$ cat src/rtl/fetch_unit_pkg.sv
// Fetch-unit shared types and constants.
// Reset PC, bubble word, FSM states, F/D bundle.
package fetch_unit_pkg;

   localparam logic [31:0] PC_RESET_DEF  = 32'h0000_3000;
   localparam logic [31:0] NOP_INSTR_DEF = 32'h0000_0000;

   typedef enum logic {
      S_FETCH = 1'b0,
      S_HOLD  = 1'b1
   } fu_state_t;

   typedef struct packed {
      logic [31:0] pc;
      logic [31:0] instr;
      logic        valid;
   } fd_t;

endpackage

$ cat src/rtl/fetch_unit_if.sv
// Instruction-memory read port.
// Single outstanding read; rvalid may follow req in the same cycle.
interface fetch_unit_if;

   logic        req;
   logic [31:0] addr;
   logic        rvalid;
   logic [31:0] rdata;

   modport master (
      output req,
      output addr,
      input  rvalid,
      input  rdata
   );

   modport slave (
      input  req,
      input  addr,
      output rvalid,
      output rdata
   );

endinterface

$ cat src/rtl/fetch_unit_fd_reg.sv
// F/D pipeline register.
// Load on transfer, freeze on hold, otherwise a bubble.
module fd_reg
   import fetch_unit_pkg::*;
#(
   parameter logic [31:0] NOP_INSTR = NOP_INSTR_DEF
) (
   input  logic clk,
   input  logic reset_n,
   input  logic load,
   input  logic hold,
   input  fd_t  d,
   output fd_t  q
);

   localparam fd_t BUBBLE = '{pc: 32'h0, instr: NOP_INSTR, valid: 1'b0};

   // capture, freeze, or squash the decode slot
   always_ff @(posedge clk or negedge reset_n) begin
      if (!reset_n) begin
         q <= BUBBLE;
      end else if (load) begin
         q <= d;
      end else if (!hold) begin
         q <= BUBBLE;
      end
   end

endmodule

$ cat src/rtl/fetch_unit.sv
// Fetch-stage sequencer: owns F_PC, imem reads and the F/D register.
// A word that cannot transfer is parked in hold_buf until D accepts it.
module fetch_unit
   import fetch_unit_pkg::*;
#(
   parameter logic [31:0] PC_RESET  = PC_RESET_DEF,
   parameter logic [31:0] NOP_INSTR = NOP_INSTR_DEF
) (
   input  logic               clk,
   input  logic               reset_n,
   input  logic [31:0]        npc,
   input  logic               stall_D,
   input  logic               flush_D,
   fetch_unit_if.master       imem,
   output logic [31:0]        F_PC,
   output logic [31:0]        D_PC,
   output logic [31:0]        D_instr,
   output logic               D_valid,
   output logic               fetch_busy
);

   fu_state_t   state;
   logic [31:0] pc_q;
   logic [31:0] hold_buf;
   logic        in_fetch;
   logic        word_avail;
   logic [31:0] word;
   logic        transfer;
   fd_t         fd_d;
   fd_t         fd_q;

   // word availability and transfer decision
   always_comb begin
      in_fetch   = (state == S_FETCH);
      word_avail = (in_fetch & imem.rvalid) | ~in_fetch;
      word       = in_fetch ? imem.rdata : hold_buf;
      transfer   = word_avail & ~stall_D & ~flush_D;
      fd_d       = '{pc: pc_q, instr: word, valid: 1'b1};
   end

   assign imem.req   = in_fetch;
   assign imem.addr  = pc_q;
   assign fetch_busy = in_fetch & ~imem.rvalid;
   assign F_PC       = pc_q;

   // fetch FSM: advance PC on transfer, park the word otherwise
   always_ff @(posedge clk or negedge reset_n) begin
      if (!reset_n) begin
         state    <= S_FETCH;
         pc_q     <= PC_RESET;
         hold_buf <= 32'h0;
      end else begin
         unique case (state)
            S_FETCH: begin
               if (transfer) begin
                  pc_q <= npc;
               end else if (imem.rvalid) begin
                  hold_buf <= imem.rdata;
                  state    <= S_HOLD;
               end
            end
            S_HOLD: begin
               if (transfer) begin
                  pc_q  <= npc;
                  state <= S_FETCH;
               end
            end
            default: state <= S_FETCH;
         endcase
      end
   end

   fd_reg #(
      .NOP_INSTR (NOP_INSTR)
   ) u_fd_reg (
      .clk     (clk),
      .reset_n (reset_n),
      .load    (transfer),
      .hold    (stall_D & ~flush_D),
      .d       (fd_d),
      .q       (fd_q)
   );

   assign D_PC    = fd_q.pc;
   assign D_instr = fd_q.instr;
   assign D_valid = fd_q.valid;

endmodule
$ cat src/flat_wrapper.sv
// flat-port wrapper written by rule: the top's interface ports become plain ports
module fetch_unit_flat import fetch_unit_pkg::*;
#(
   parameter logic [31:0] PC_RESET  = PC_RESET_DEF,
   parameter logic [31:0] NOP_INSTR = NOP_INSTR_DEF
)
  (clk, reset_n, npc, stall_D, flush_D, F_PC, D_PC, D_instr, D_valid, fetch_busy, imem_req, imem_addr, imem_rvalid, imem_rdata);
  fetch_unit_if imem_i ();
  input  logic clk;
  input  logic reset_n;
  input  logic [31:0] npc;
  input  logic stall_D;
  input  logic flush_D;
  output logic [31:0] F_PC;
  output logic [31:0] D_PC;
  output logic [31:0] D_instr;
  output logic D_valid;
  output logic fetch_busy;
  output wire logic [$bits(imem_i.req)-1:0] imem_req;
  output wire logic [$bits(imem_i.addr)-1:0] imem_addr;
  input wire logic [$bits(imem_i.rvalid)-1:0] imem_rvalid;
  input wire logic [$bits(imem_i.rdata)-1:0] imem_rdata;
  assign imem_req = imem_i.req;
  assign imem_addr = imem_i.addr;
  assign imem_i.rvalid = imem_rvalid;
  assign imem_i.rdata = imem_rdata;
  fetch_unit #(.PC_RESET(PC_RESET), .NOP_INSTR(NOP_INSTR)) u_core (.clk(clk), .reset_n(reset_n), .npc(npc), .stall_D(stall_D), .flush_D(flush_D), .imem(imem_i), .F_PC(F_PC), .D_PC(D_PC), .D_instr(D_instr), .D_valid(D_valid), .fetch_busy(fetch_busy));
endmodule
$ cat config.mk
export PLATFORM = sky130hd
export DESIGN_NAME = fetch_unit_flat
export DESIGN_NICKNAME = d
export VERILOG_FILES = /design/src/rtl/fetch_unit_pkg.sv /design/src/rtl/fetch_unit_if.sv /design/src/rtl/fetch_unit_fd_reg.sv /design/src/rtl/fetch_unit.sv /design/src/flat_wrapper.sv
export SDC_FILE = /design/constraint.sdc
export NUM_CORES = 1
export LEC_CHECK = 0
export BUFFER_PORTS_ARGS = -buffer_cell sky130_fd_sc_hd__buf_2
export CORE_MARGIN = 5
export CORE_UTILIZATION = 49
export DETAILED_ROUTE_END_ITERATION = 12
export PLACE_DENSITY_LB_ADDON = 0.05
export REMOVE_ABC_BUFFERS = 1
export SYNTH_ARGS = -nofsm -noshare
export SYNTH_HDL_FRONTEND = slang
export SYNTH_SLANG_ARGS = --single-unit
$ cat constraint.sdc
create_clock -name clk -period 1.8 [get_ports clk]
set_input_delay 0.18 -clock clk [delete_from_list [all_inputs] [get_ports clk]]
set_output_delay 0.18 -clock clk [all_outputs]
set_load 0.01 [all_outputs]
==> results.md, run 1 <==
Worst setup path:
- The length in cells of the worst reg-to-reg path is 4.
- The largest driver fanout on the critical path is 23.
- STA classifies the critical path endpoint as an output port.
- The worst setup path is of the reg2out kind.
- For the worst setup path, the data arrival time is roughly 1.5 ns.
- The startpoint type of the worst setup path is a register.
- The endpoint of the most critical register-to-register path is u_core.F_PC[23]$_DFFE_PN0P_.
- The launch instance of the worst register-to-register path is u_core.state$_DFF_PN0_.
- At the worst endpoint, the required time is 1.62 ns.
- The launching instance or port of the critical path is u_core.state$_DFF_PN0_.
- The timing endpoint of the critical path is imem_req.
- The slack of the worst reg-to-reg path is 0.32 ns.

Pwr:
- The analysis attributes to cell leakage a power of 3.81 nW.
- The internal power summed over all cells is 6.62 mW.
- The power density over cell area is between 1000 and 1500 mW/mm^2.
- The combinational group share of total power is 0.176.
- The power share of the clock group is 0.411.
- The sequential group share of total power is 0.412.
- IR analysis of the VDD net gives a maximum drop of 0.634 mV.
- The switching fraction of total power is 0.256.
- The net switching component of the power is 2.28 mW.

Clock network:
- The clock insertion delay at the later pin of the skew report is 0.51 ns.
- Post-CTS timing repair inserted 0 buffers for setup.
- The number of buffers inserted during clock tree synthesis is 17.
- The H-tree was split into 4 levels.
- No sink is reached through more buffers than the 2 on the longest clock path.
- Once the clock tree was built, the resizer swapped 0 gates to a different size.
- TritonCTS built the clock tree.
- Clock-pin slew was measured on the worst setup and hold paths at 0.06 ns.
- The number of clock sinks is 130.
- CTS placed an instance of sky130_fd_sc_hd__clkbuf_8 at the clock tree root.

Final layout:
- In the final layout, the share of cells above drive strength 1 is 0.484.
- The area of all placed cells without fillers is roughly 0.0075 sq mm.
- The number of antenna diodes in the final layout is 0.
- The area overhead of the layout relative to synthesis is 42.7%.
- At the end of the flow, the number of nets in the layout was 693.

Global route:
- met2 is the most crowded layer.
- The global-route track usage on met1 is 0.249.
- The number of global-route vias before repair came to 3,995.
- The number of antenna violations at the first check in global routing is 0.
- In the global route stage, met2 resource usage came out at 0.354.
- The global-route usage over all layers is 0.205.
- The first global-routing pass estimated slightly above 20,000 um of wire.
- The overflow left after global routing is 0.
- The pin count of the biggest net entering global routing is 66.
- In the global route stage, met3 resource usage came out at 0.0557.

Floorplanning:
- The die extent in y is ~110 um.
- The number of primary I/O pins is 200.
- In this run the core area contains 38 standard-cell rows.
- The floorplan step defined a core boundary enclosing 0.0107 sq mm.
- The overall die area is 0.0130 sq mm.
- From left edge to right edge, the die measures approximately 110 um.
- The initial core utilization is 0.494.

Placed design:
- The cell area reported after detailed placement is slightly above 0.006 sq mm.
- The routability-driven placement congestion ratio is 0.781.
- The post-placement setup slack is 0.341 ns.
- The number of buffers added on ports is 199.
- The detailed placement HPWL is between 8000 and 9000 um.

Synth:
- The count of flip-flops with a built-in enable after synthesis is 0.
- In the post-synthesis netlist, the biggest area contributors are sky130_fd_sc_hd__dfrtp_1 61%, sky130_fd_sc_hd__mux2_2 13%, sky130_fd_sc_hd__mux2i_1 6.1%.
- The most numerous cell in the Yosys netlist is sky130_fd_sc_hd__dfrtp_1.
- The number of standard cells after synthesis is 387.
- The area share of the leading cell type in the synthesized netlist is 0.606.
- The Yosys warning count is 0.
- The share of the Yosys chip area taken by registers is 0.616.
- Of all cell types, the one taking the most synthesized area is sky130_fd_sc_hd__dfrtp_1.
- The netlist uses 18 different library cells.
- In this run the mean area of a mapped cell was 13.6 sq um.
- The cell area that synthesis handed to floorplanning was 0.00528 sq mm.
- Counting flops and latches in the post-synthesis netlist gives 130.
- The leading register cell type out of synthesis is sky130_fd_sc_hd__dfrtp_1.
- Counting instances in the post-synthesis netlist gives the leading cell types as 128 x sky130_fd_sc_hd__dfrtp_1, 62 x sky130_fd_sc_hd__mux2_2, 38 x sky130_fd_sc_hd__buf_4.
- Of all flip-flops after synthesis, the portion carrying an async set or reset was 1.00.

STA:
- The clock period minus worst slack is 1.71 ns.
- The upper clock frequency limit is a little under 600 MHz.
- The setup skew after layout is 0.00857 ns.
- Setup repair after global routing left no endpoint under its margin.
- The number of endpoints with negative hold slack in the final report is 0.
- The tightest slew margin relative to the limit is 0.725.
- The number of slew-limit violations in the final report is 0.
- In the finished design, the share of the clock period the worst path needs comes to 0.948.
- The slew at the pin closest to its max-slew limit is a little over 0.4 ns.
- The final setup violation count is 0.
- The sum of negative setup slack is 0 ns.
- Across all setup checks in the final design, the least slack found is 0.0930 ns.

Worst hold path:
- The path class of the tightest hold or removal check is in2reg.
- In this run the most critical hold path is launched from stall_D.

Outcome:
- The run finished with clean final reports.

Route:
- The vias per cell is 4.97.
- The detailed-routing iteration count for the pre-antenna-repair pass is 4.
- After detailed routing, the average wire length per cell comes to 16.8 um.
- The detailed router's first-iteration violation count is 189.
- The count of antenna-violating nets left after detailed routing is 0.
- The count of unresolved DRC violations after routing is 0.
- The routed wire length is 13,100 um.
- For this block, the via count after detailed routing is 3,862.

Flow run:
- Max-cap violations in this run came to 0.
-- power groups by stage --
stage	combinational, mW	clock (mW)	sequential, mW
after global routing	1.71	3.89	3.72
after global placement	1.46	0	3.69
after floorplan	0.542	0	3.88
after CTS	1.60	3.74	3.67
final	1.57	3.66	3.67
after detailed placement	1.48	0	3.72
-- per-stage QoR --
stage,cells,power (mW),util,hold WS [ns]
final,777,8.90,0.705,0.0603
after global routing,777,9.32,0.705,0.0825
after CTS,777,9.01,0.705,0.0431
after detailed placement,679,5.20,0.583,0.142
after global placement,679,5.14,0.583,0.138
after floorplan,332,4.43,-,-0.116
-- how the worst min path moves through the flow --
stage / slack [ns] / endpoint / cells after the start
floorplan: -0.12 / u_core.F_PC[0]$_DFFE_PN0P_ / 0
global placement: 0.14 / u_core.u_fd_reg.q[20]$_DFFE_PN0P_ / 1
detailed placement: 0.14 / u_core.hold_buf[19]$_DFFE_PN0P_ / 1
CTS: 0.04 / u_core.state$_DFF_PN0_ / 3
global route: 0.08 / u_core.state$_DFF_PN0_ / 3
finish: 0.06 / u_core.state$_DFF_PN0_ / 3
-- cell usage in the layout (no fill, tap or decap), types with 2 or more instances in the layout --
| cell | instances |
|---|---|
| sky130_fd_sc_hd__buf_2 | 198 |
| sky130_fd_sc_hd__dfrtp_1 | 127 |
| sky130_fd_sc_hd__dlygate4sd3_1 | 66 |
| sky130_fd_sc_hd__mux2_2 | 62 |
| sky130_fd_sc_hd__nand2_1 | 34 |
| sky130_fd_sc_hd__a22o_1 | 32 |
| sky130_fd_sc_hd__mux2i_1 | 32 |
| sky130_fd_sc_hd__o21ai_0 | 32 |
| sky130_fd_sc_hd__clkbuf_16 | 16 |
| sky130_fd_sc_hd__bufinv_16 | 5 |
| sky130_fd_sc_hd__buf_12 | 5 |
| sky130_fd_sc_hd__buf_4 | 4 |
| sky130_fd_sc_hd__clkinv_4 | 3 |
| sky130_fd_sc_hd__clkinvlp_4 | 3 |
| sky130_fd_sc_hd__nor2_1 | 2 |
| sky130_fd_sc_hd__mux2_1 | 2 |
| sky130_fd_sc_hd__clkbuf_8 | 2 |
| sky130_fd_sc_hd__clkinv_2 | 2 |
| sky130_fd_sc_hd__dfstp_2 | 2 |
-- worst max-delay path, stage by stage (launching register included) --
cell and delay, ns:
sky130_fd_sc_hd__dfrtp_2 0.41, sky130_fd_sc_hd__buf_4 0.39, sky130_fd_sc_hd__inv_1 0.06, sky130_fd_sc_hd__buf_2 0.15
-- flip-flops by register name, summed over array words and instances, names as in the netlist --
| register | count |
|---|---|
| u_core.state | 1 |
| u_core.F_PC | 32 |
| u_core.u_fd_reg.q | 65 |
| u_core.hold_buf | 32 |
-- cell type report --
type | count | area, sq um
well taps | 140 | 175
repair buffers | 273 | 1780
clock inverters | 13 | 209
inverters | 1 | 3.75
fillers | 770 | 3160
flip-flops and latches | 130 | 3260
multi-input cells | 201 | 1680
clock buffers | 19 | 432
-- layer usage --
| metal | share of wire | up-vias |
|---|---|---|
| li1 | - | 1811 |
| met1 | 0.41 | 1906 |
| met2 | 0.51 | 136 |
| met3 | 0.069 | 9 |
| met4 | 0.010 | 0 |
| met5 | 0 | - |
-- repair_timing --
item	4_1_cts	5_1_grt
endpoints found under the hold margin	165	0
setup endpoints to repair	0	0
hold buffers	66	0
-- kinds of logic after synthesis --
kind of cell / synth area share
AOI/OAI and AO/OA: 0.0843
DFF: 0.616
buffers and inverters: 0.0687
and+or+nand+nor: 0.0334
muxes: 0.197
No activity file was read; power rests on OpenSTA's default activity.
==> run 2, diff against run 1 <==
- CELL_PAD_IN_SITES_DETAIL_PLACEMENT: default -> 2
- CELL_PAD_IN_SITES_GLOBAL_PLACEMENT: default -> 2
- CORE_MARGIN: 5 -> default
- CORE_UTILIZATION: 49 -> 31
==> run 2 against run 1 <==
  * Power is 1.5% lower
  * Maximum frequency is 15% higher
  * Count of clock-buffer cells in the layout stayed put
  * Worst hold slack worse by 0.041 ns
  * Clock skew is 0.0011 ns higher
  * First-iteration DRC count is 51% lower
  * Sequential share of layout area is 0.46 points higher
  * Via count is 1.5% higher
  * Worst setup slack better by 0.22 ns
  * Global-route usage is 2.3 points lower
  * Sequential cell count stayed put
  * Critical path type is now reg2reg
  * Largest cell class unchanged
  * Highest routed layer unchanged
==> results.md, run 2 (synthesis results as in run 1) <==
Worst hold path:
- The path class of the lowest-slack min-delay path is in2reg.
- The worst hold path startpoint is imem_rdata[1].

Route:
- The count of unresolved DRC violations after routing came to 0 (unchanged).
- The average routed wire per standard cell is 17.8 um (+6.0%).
- The count of antenna-violating nets left after detailed routing is 0 (unchanged).
- The detailed-routing iteration count for the pre-antenna-repair pass was 4 (unchanged).
- The detailed router's first-iteration violation count is 93 (-51%).
- The vias per cell is 4.65 (-6.5%).
- The total number of vias came to 3,919 (+1.5%).
- The routed wire length came to 15,000 um (+15%).

Final layout:
- The number of nets at the end of the flow is 679 (-2.0%).
- The antenna cell count is 0 (unchanged).
- The library cells used most frequently in the layout, excluding fill and tap cells, are 198 x sky130_fd_sc_hd__buf_2, 127 x sky130_fd_sc_hd__dfrtp_1, 62 x sky130_fd_sc_hd__mux2_2.
- The area overhead of the layout relative to synthesis is 41.2%.
- The library cell used most frequently in the layout, excluding fill and tap cells, is sky130_fd_sc_hd__buf_2.
- The flip-flop count of the largest register, all copies and words added came to 65 (unchanged).
- The number of standard cells in the layout, taps in and fillers out is 843 (+8.5%).
- The share of layout cells above drive strength 1 is 0.504 (+0.0205).
- The register with the most flip-flops is u_core.u_fd_reg.q.

STA:
- The upper clock frequency limit is 673 MHz (+15%).
- Setup repair after global routing left no endpoint under its margin.
- The tightest slew margin relative to the limit is 0.613 (-0.113).
- The setup skew after layout is 0.00968 ns (+0.00111 ns).
- The post-route fraction of the period consumed by the critical path was 0.825 (-0.123).
- The number of endpoints with negative hold slack in the final report was 0 (unchanged).
- The worst hold margin came to 0.0189 ns (-0.0414 ns).
- The number of slew-limit violations in the final report came to 0 (unchanged).
- The clock period minus worst slack is 1.49 ns (-0.222 ns).
- The final setup violation count came to 0 (unchanged).
- The slew at the pin closest to its max-slew limit is 0.581 ns (+0.169 ns).

Pwr:
- The power density over cell area was 1180 mW/mm^2 (-0.40%).
- The total leakage power is 3.74 nW (-1.9%).
- The maximum vdd ir drop is 0.624 mV (-1.5%).

Floorplanning:
- The number of primary I/O pins is 200 (unchanged).
- The overall die area is 0.0176 sq mm (+36%).
- The number of placement rows is 47 (+24%).
- The placeable core area is 0.0166 sq mm (+55%).
- The die extent in y came to 133 um (+16%).
- The initial core utilization is 0.318 (-0.175).
- The width of the die was 133 um (+16%).

Worst setup path:
- The timing endpoint of the critical path is u_core.u_fd_reg.q[13]$_DFFE_PN0P_.
- The slack of the worst reg-to-reg path came to 0.31 ns (about the same).
- In this run the worst setup path begins at u_core.state$_DFF_PN0_.
- The largest driver fanout on the critical path is 33 (+43%).
- The worst setup path is launched from a register.
- The worst endpoint required time came to 2.07 ns (+0.45 ns).
- The length in cells of the worst reg-to-reg path is 4 (unchanged).
- The endpoint type of the worst setup path is a register.
- In this run the critical register-to-register path is captured at u_core.u_fd_reg.q[13]$_DFFE_PN0P_.
- The launch instance of the worst register-to-register path is u_core.state$_DFF_PN0_.
- The critical path arrival is 1.75 ns (+0.22 ns).
- The type of the worst setup path is reg2reg.

Clock network:
- The clock insertion delay at the later pin of the skew report is 0.42 ns (-0.09 ns).
- TritonCTS built the clock tree.
- The post-cts gate resize count is 0 (unchanged).
- The number of clock sinks is 130 (unchanged).
- The library cell used as clock root buffer is sky130_fd_sc_hd__clkbuf_16.
- The count of H-tree levels built during CTS is 4 (unchanged).
- The maximum buffer depth of the clock tree is 2 (unchanged).
- The clock-pin transition on the worst setup and hold timing paths came to 0.06 ns (about the same).
- The number of buffers inserted during clock tree synthesis is 17 (unchanged).

Global route:
- The overflow left after global routing is 0 (unchanged).
- The number of global-route vias before repair is 4,384 (+9.7%).
- The number of antenna violations at the first check in global routing is 0 (unchanged).
- The pin count of the biggest net entering global routing came to 65 (-1.5%).
- The global-route wire length before repair is 24,500 um (+18%).
- The global-route usage over all layers was 0.182 (-0.0228).

Placed design:
- The instance count after placement with tap cells included came to 764 (+13%).
- The detailed placement HPWL was 9720 um (+14%).
- The routability-driven placement congestion ratio is 0.692 (-11%).
- The number of buffers added on ports is 199 (unchanged).

Flow run:
- The reported max-cap violation count is 0 (unchanged).

Outcome:
- The flow ran to the end, and the final reports show no timing, DRC or antenna violations.
-- run 2: cell count changes in the layout (fill, tap and decap cells not counted), sizes merged --
cell,change
clkinvlp,+2
dlygate4sd3,-19
buf,+5
bufinv,-2
-- run 2: routing by layer --
metal | part of all wire | up-vias | global-route usage
li1 | - | 1776 | -
met4 | 0.012 | 0 | 0.0594
met2 | 0.52 | 139 | 0.321
met3 | 0.060 | 16 | 0.0517
met5 | 0 | - | 0
met1 | 0.41 | 1988 | 0.213
-- run 2: worst max-delay path: stages, from the launching register on --
cell	delay, ns
sky130_fd_sc_hd__dfrtp_2	0.44
sky130_fd_sc_hd__buf_4	0.21
sky130_fd_sc_hd__o21ai_2	0.15
sky130_fd_sc_hd__buf_4	0.34
sky130_fd_sc_hd__o21ai_0	0.18
-- run 2: worst min-delay path by stage --
| stage | to | slack (ns) | depth (start not counted) |
|---|---|---|---|
| 2_1_floorplan | u_core.F_PC[0]$_DFFE_PN0P_ | -0.12 | 0 |
| 3_3_place_gp | u_core.F_PC[24]$_DFFE_PN0P_ | 0.22 | 1 |
| 3_5_place_dp | u_core.F_PC[24]$_DFFE_PN0P_ | 0.22 | 1 |
| 4_1_cts | u_core.hold_buf[1]$_DFFE_PN0P_ | 0.001 | 2 |
| 5_1_grt | u_core.hold_buf[26]$_DFFE_PN0P_ | 0.008 | 2 |
| 6_report | u_core.hold_buf[1]$_DFFE_PN0P_ | 0.02 | 2 |
-- run 2: report_power, final --
group	internal [mW]	switching, mW	total, mW
combinational	0.809	0.761	1.57
clock	2.24	1.28	3.53
sequential	3.37	0.306	3.67
total	6.42	2.35	8.77
-- run 2: final cells by class --
type	count	area (sq um)
inverters	1	3.75
repair buffers	259	1630
multi-input cells	201	1680
clock inverters	13	160
fillers	1708	9130
flip-flops and latches	130	3260
well taps	220	275
clock buffers	19	453
-- run 2: what timing repair did --
action	CTS	global route
buffers inserted	0	0
endpoints found under the hold margin	77	0
hold buffers	47	0
-- run 2: metrics by stage --
stage                     setup WS [ns]  area, sq um  utilization  TNS, ns  power [mW]
after floorplan                   -1.67         4920            -  -175.02        4.43
after global placement            0.358         6370        0.384        0        5.16
after detailed placement          0.277         6370        0.384        0        5.23
after CTS                         0.271         7460        0.450        0        8.93
after global routing              0.211         7460        0.450        0        9.22
final                             0.315         7460        0.450        0        8.77
